===== src/rtl/cpu_control_fsm.sv =====
// Multi-cycle control sequencer for the SCC core: steps each instruction through
// FETCH/DECODE/EXEC/MEM/WB, drives the datapath enables and counts retirements.
module cpu_control_fsm #(
  parameter int RETIRE_W = 16
) (
  input  logic                clk,
  input  logic                rst_n,
  input  logic [31:0]         instr,
  input  logic [3:0]          flags,
  input  logic                dmem_ack,
  output logic                ir_load,
  output logic                pc_inc,
  output logic                pc_load,
  output logic                pc_src,
  output logic                rf_we,
  output logic [2:0]          rf_wsel,
  output logic [2:0]          alu_op,
  output logic                alu_b_imm,
  output logic                flags_we,
  output logic                dmem_req,
  output logic                dmem_we,
  output logic                halted,
  output logic                illegal,
  output logic [RETIRE_W-1:0] retired
);

  typedef enum logic [2:0] {FETCH, DECODE, EXEC, MEM, WB, HALTED} state_t;

  typedef enum logic [3:0] {
    CL_ALU, CL_LOAD, CL_STOR, CL_MOV, CL_MOVT, CL_CLR, CL_SET,
    CL_B, CL_BCOND, CL_BR, CL_NOP, CL_HALT, CL_ILLEGAL
  } class_t;

  typedef enum logic [2:0] {
    WSEL_ALU, WSEL_DMEM, WSEL_IMM_LO, WSEL_IMM_HI, WSEL_ZERO, WSEL_ONES
  } wsel_t;

  state_t     state, state_next;
  class_t     cls;
  logic [6:0] op;
  logic       s_bit;
  logic       retire;
  logic [2:0] exec_alu_op;
  logic       exec_b_imm;
  logic       instr_unused;

  assign op    = instr[31:25];
  // The S bit is the fourth opcode bit of the ALU patterns "001 S ooo" / "011 S ooo".
  assign s_bit = instr[28];

  // Operand fields are consumed by the datapath, not by the sequencer.
  assign instr_unused = ^instr[20:0];

  always_comb begin
    cls = CL_ILLEGAL;
    if (op[6:4] == 3'b001 && op[2:0] inside {[3'd1:3'd5]}) begin
      cls = CL_ALU;
    end else if (op[6:4] == 3'b011 && op[2:0] inside {[3'd1:3'd6]}) begin
      cls = CL_ALU;
    end else begin
      case (op)
        7'b1000000: cls = CL_LOAD;
        7'b1000001: cls = CL_STOR;
        7'b0000000: cls = CL_MOV;
        7'b0000001: cls = CL_MOVT;
        7'b0000010: cls = CL_CLR;
        7'b0000011: cls = CL_SET;
        7'b1100000: cls = CL_B;
        7'b1100001: cls = CL_BCOND;
        7'b1100010: cls = CL_BR;
        7'b1100100: cls = CL_NOP;
        7'b1101000: cls = CL_HALT;
        default:    cls = CL_ILLEGAL;
      endcase
    end
  end

  // ALU controls chosen in EXEC; reused in MEM and WB so address/result stay stable.
  always_comb begin
    exec_alu_op = 3'd0;
    exec_b_imm  = 1'b0;
    if (cls == CL_ALU) begin
      exec_alu_op = instr[27:25];
      exec_b_imm  = ~op[5];
    end else if (cls == CL_LOAD || cls == CL_STOR) begin
      exec_alu_op = 3'd1;
      exec_b_imm  = 1'b1;
    end
  end

  // NOTE: every signal written here gets a default first, so no path can infer a latch.
  always_comb begin
    state_next = state;
    retire     = 1'b0;
    ir_load    = 1'b0;
    pc_inc     = 1'b0;
    pc_load    = 1'b0;
    pc_src     = 1'b0;
    rf_we      = 1'b0;
    rf_wsel    = WSEL_ALU;
    alu_op     = 3'd0;
    alu_b_imm  = 1'b0;
    flags_we   = 1'b0;
    dmem_req   = 1'b0;
    dmem_we    = 1'b0;
    halted     = 1'b0;
    illegal    = 1'b0;
    // NOTE: outputs are qualified by rst_n so a mid-operation reset kills them at once.
    if (rst_n) begin
      case (state)
        FETCH: begin
          ir_load    = 1'b1;
          pc_inc     = 1'b1;
          state_next = DECODE;
        end
        DECODE: begin
          case (cls)
            CL_NOP: begin
              retire     = 1'b1;
              state_next = FETCH;
            end
            CL_HALT: begin
              retire     = 1'b1;
              state_next = HALTED;
            end
            CL_ILLEGAL: begin
              illegal    = 1'b1;
              retire     = 1'b1;
              state_next = FETCH;
            end
            default: state_next = EXEC;
          endcase
        end
        EXEC: begin
          alu_op    = exec_alu_op;
          alu_b_imm = exec_b_imm;
          case (cls)
            CL_LOAD, CL_STOR: state_next = MEM;
            CL_B, CL_BR, CL_BCOND: begin
              pc_load    = (cls != CL_BCOND) || ((instr[24:21] & flags) != 4'b0000);
              pc_src     = (cls == CL_BR);
              retire     = 1'b1;
              state_next = FETCH;
            end
            default: state_next = WB;
          endcase
        end
        MEM: begin
          alu_op    = exec_alu_op;
          alu_b_imm = exec_b_imm;
          dmem_req  = 1'b1;
          dmem_we   = (cls == CL_STOR);
          if (dmem_ack) begin
            if (cls == CL_STOR) begin
              retire     = 1'b1;
              state_next = FETCH;
            end else begin
              state_next = WB;
            end
          end
        end
        WB: begin
          alu_op     = exec_alu_op;
          alu_b_imm  = exec_b_imm;
          rf_we      = 1'b1;
          flags_we   = (cls == CL_ALU) && s_bit;
          retire     = 1'b1;
          state_next = FETCH;
          case (cls)
            CL_LOAD: rf_wsel = WSEL_DMEM;
            CL_MOV:  rf_wsel = WSEL_IMM_LO;
            CL_MOVT: rf_wsel = WSEL_IMM_HI;
            CL_CLR:  rf_wsel = WSEL_ZERO;
            CL_SET:  rf_wsel = WSEL_ONES;
            default: rf_wsel = WSEL_ALU;
          endcase
        end
        HALTED:  halted = 1'b1;
        default: state_next = FETCH;
      endcase
    end
  end

  // NOTE: sequential state uses non-blocking assignments so all registers update together.
  always_ff @(posedge clk or negedge rst_n) begin
    if (!rst_n) begin
      state   <= FETCH;
      retired <= '0;
    end else begin
      state <= state_next;
      if (retire) retired <= retired + RETIRE_W'(1);
    end
  end

endmodule

===== config.mk =====
export PLATFORM = sky130hd
export DESIGN_NAME = cpu_control_fsm
export DESIGN_NICKNAME = d
export VERILOG_FILES = /design/src/rtl/cpu_control_fsm.sv
export SDC_FILE = /design/constraint.sdc
export NUM_CORES = 1
export LEC_CHECK = 0
export ABC_AREA = 1
export CAP_MARGIN = 15
export CORE_MARGIN = 2
export CORE_UTILIZATION = 35
export CTS_BUF_LIST = sky130_fd_sc_hd__clkbuf_8
export DETAILED_ROUTE_END_ITERATION = 10
export DONT_BUFFER_PORTS = 1
export GPL_TIMING_DRIVEN = 1
export PLACE_DENSITY = 0.51
export SYNTH_ARGS = -nofsm -noshare
export SYNTH_HDL_FRONTEND = slang
export SYNTH_SLANG_ARGS = --single-unit

===== constraint.sdc =====
create_clock -name clk -period 2.85 [get_ports clk]
set_input_delay 0.57 -clock clk [delete_from_list [all_inputs] [get_ports clk]]
set_output_delay 0.57 -clock clk [all_outputs]
set_load 0.005 [all_outputs]

==> impl_metrics.py <==
metrics = {
    "status": {
        "outcome": "completed",
    },
    "layout": {
        "drive_above_1_share_pct": 7.78,
        "area_growth_pct": 5.31,
        "fin_cells": 309,
        "final_common_cell": "nand2_1",
        "n_fill_cell": 489,
        "antenna_cells": 0,
        "fin_nets": 298,
        "mostFrequentLayoutCells": "nand2_1, nand3_1, inv_1, nor2_1, dfrtp_1",
        "final_util_pct": 38.2,
        "final_cell_area_um2": 1660,
    },
    "clock_network": {
        "cts_setup_buffers": 0,
        "cts_sinks": 19,
        "clock_latency_ns": 0.26,
        "clk_pin_slew_ns": 0.08,
        "cts_hold_buf": 1,
        "h-tree-depth": 1,
        "cts_root_buf": "clkbuf_8",
        "cts_tree": "yes",
        "cts-resized-gates": 0,
        "cts_inserted_buffers": 3,
        "cts_max_path_buffers": 2,
    },
    "detailed_routing": {
        "num_vias": 1570,
        "wl_per_cell_um": 13.0,
        "drcViolationCount": 0,
        "drt-pass1-iter-count": 4,
        "ant_nets": 0,
        "wl_um": 4010,
        "via_per_inst": 5.08,
        "first_iter_violations": 104,
    },
    "global_route": {
        "use_met2_pct": 24.0,
        "grt_max_degree": 27,
        "met1_usage_pct": 25.5,
        "grt.total_usage_pct": 16.8,
        "grt_pass1_vias": 1465,
        "grt_pass1_wl_um": 6910,
        "grt_use_met3_pct": 5.13,
        "antenna_found_initial": 0,
        "overflow": 0,
        "top_usage_layer": "met1",
    },
    "placement": {
        "preCtsSetupSlack_ns": 0.522,
        "dp_hpwl_um": 3060,
        "gp_congestion": 0.793,
        "place_inst": 304,
        "portBuffers": 0,
        "place_area_um2": 1610,
    },
    "sta": {
        "tns_ns": 0,
        "finalHoldViolCount": 0,
        "holdWs_ns": 0.457,
        "fmax_mhz": 428,
        "finalWorstSetupSlack_ns": 0.514,
        "fin_crit_sh_pct": 82.0,
        "setup_viol": 0,
        "slew_headroom_pct": 42.0,
        "rsz0062_at_grt": "no",
        "tightest_slew_ns": 0.867,
        "period_needed_ns": 2.34,
        "drv_slew": 0,
        "skew_ns": 0.00189,
    },
    "power": {
        "leakage_nw": 0.783,
        "power_mw": 0.505,
        "vdd_drop_max_uv": 258,
        "powerDensity_nw_per_um2": 303,
    },
    "die": {
        "start_util_pct": 36.3,
        "design.die.area_um2": 5070,
        "rows": 24,
        "core_um2": 4350,
        "die_h_um": 71.2,
        "die_width_um": 71.2,
        "boundaryPins": 72,
    },
    "yosys": {
        "ys_ff_latch": 19,
        "synth_top_area_cell": "dfrtp_1",
        "netlist.area_leader.share_pct": 30.1,
        "syn_area_um2": 1580,
        "ys_types": 29,
        "avgSynthCellArea_um2": 6.15,
        "synth.yosys.seq_area_share_pct": 30.1,
        "yosys-top-cells-area": "dfrtp_1, nand2_1, nand3_1, inv_1, nor2_1",
        "syn_nets": 297,
        "syn_inst": 257,
        "yosysWarnings": 0,
    },
    "critical_path": {
        "worstRegToRegCells": 9,
        "cp_max_fo": 6,
        "crit_start": "instr[28]",
        "crit_required_ns": 2.28,
        "critPathKind": "input pin to primary output",
        "arrival_ns": 1.77,
        "r2r-start": "retired[0]$_DFFE_PN0P_",
        "rr_endpoint": "retired[14]$_DFFE_PN0P_",
        "r2r_slack_ns": 0.95,
        "worstSetupStartpointType": "input pin",
        "endpoint_kind": "primary output",
    },
    "hold_path": {
        "whs_endpoint": "retired[4]$_DFFE_PN0P_",
        "min_path_type": "input pin to flop",
        "min_path_cells": 2,
        "hp-start": "rst_n",
    },
    "flow_run": {
        "max_cap_viol_count": 0,
    },
}
==> cells by family (layout without fill, tap and decap cells) <==
family	count (synthesis)	count (layout)	share of synthesized area, %
simple gates	178	178	50.1
buf+inv	40	40	10.7
flops	19	19	30.1
compound gates	14	14	5.54
xor+xnor	5	5	2.77
fa+ha+maj	1	1	0.792
==> worst max-delay path: stages <==
cell     delay, ns
nor2_2        0.22
nand3_2       0.13
nor2_2        0.19
inv_2         0.08
nand2_1       0.06
nor3_1        0.05
or2_2         0.29
a21oi_1       0.17
==> cells in the mapped netlist, drive strengths merged <==
| master | instances |
|---|---|
| and3 | 2 |
| nor3 | 14 |
| nor4 | 4 |
| ha | 1 |
| xnor2 | 1 |
| a211oi | 1 |
| or2 | 1 |
| o31ai | 1 |
| nand2 | 89 |
| a221oi | 1 |
| nand3 | 35 |
| a21oi | 1 |
| buf | 5 |
| o211ai | 2 |
| o21ai | 7 |
| nand4 | 3 |
| nor2 | 30 |
| dfrtp | 19 |
| a41oi | 1 |
| inv | 35 |
| xor2 | 4 |
==> worst max-delay path by stage <==
stage / depth (start not counted) / slack (ns) / end
final: 8 / 0.51 / rf_wsel[2]
after floorplan: 8 / 0.71 / rf_wsel[2]
after CTS: 8 / 0.51 / rf_wsel[2]
after detailed placement: 8 / 0.52 / rf_wsel[2]
after global placement: 8 / 0.51 / rf_wsel[2]
after global routing: 7 / 0.31 / pc_src
==> sequential cells by signal, summed over array words and instances (netlist names) <==
register  count
state         3
retired      16
==> final cells by class <==
class,count,area (µm²),area share [%]
Timing Repair Buffer,1,10.0,0.602
Sequential cell,19,475,28.6
Tap cell,52,65.1,3.91
Multi-Input combinational cell,198,936,56.2
Clock inverter,1,5.00,0.301
Inverter,35,131,7.89
Clock buffer,3,41.3,2.48
==> metal layers <==
metal / part of all wire (%) / up-vias / wire length, µm
li1: - / 829 / -
met1: 52 / 692 / 2080
met2: 40 / 47 / 1620
met3: 7.5 / 2 / 300
met4: 0.27 / 0 / 11
met5: 0 / - / 0
==> where the power goes <==
| group | switching [mW] | internal (mW) |
|---|---|---|
| Clock | 0.0952 | 0.0973 |
| Sequential | 0 | 0.269 |
| Combinational | 0.0311 | 0.0119 |
(Power assumes the default switching activity.)
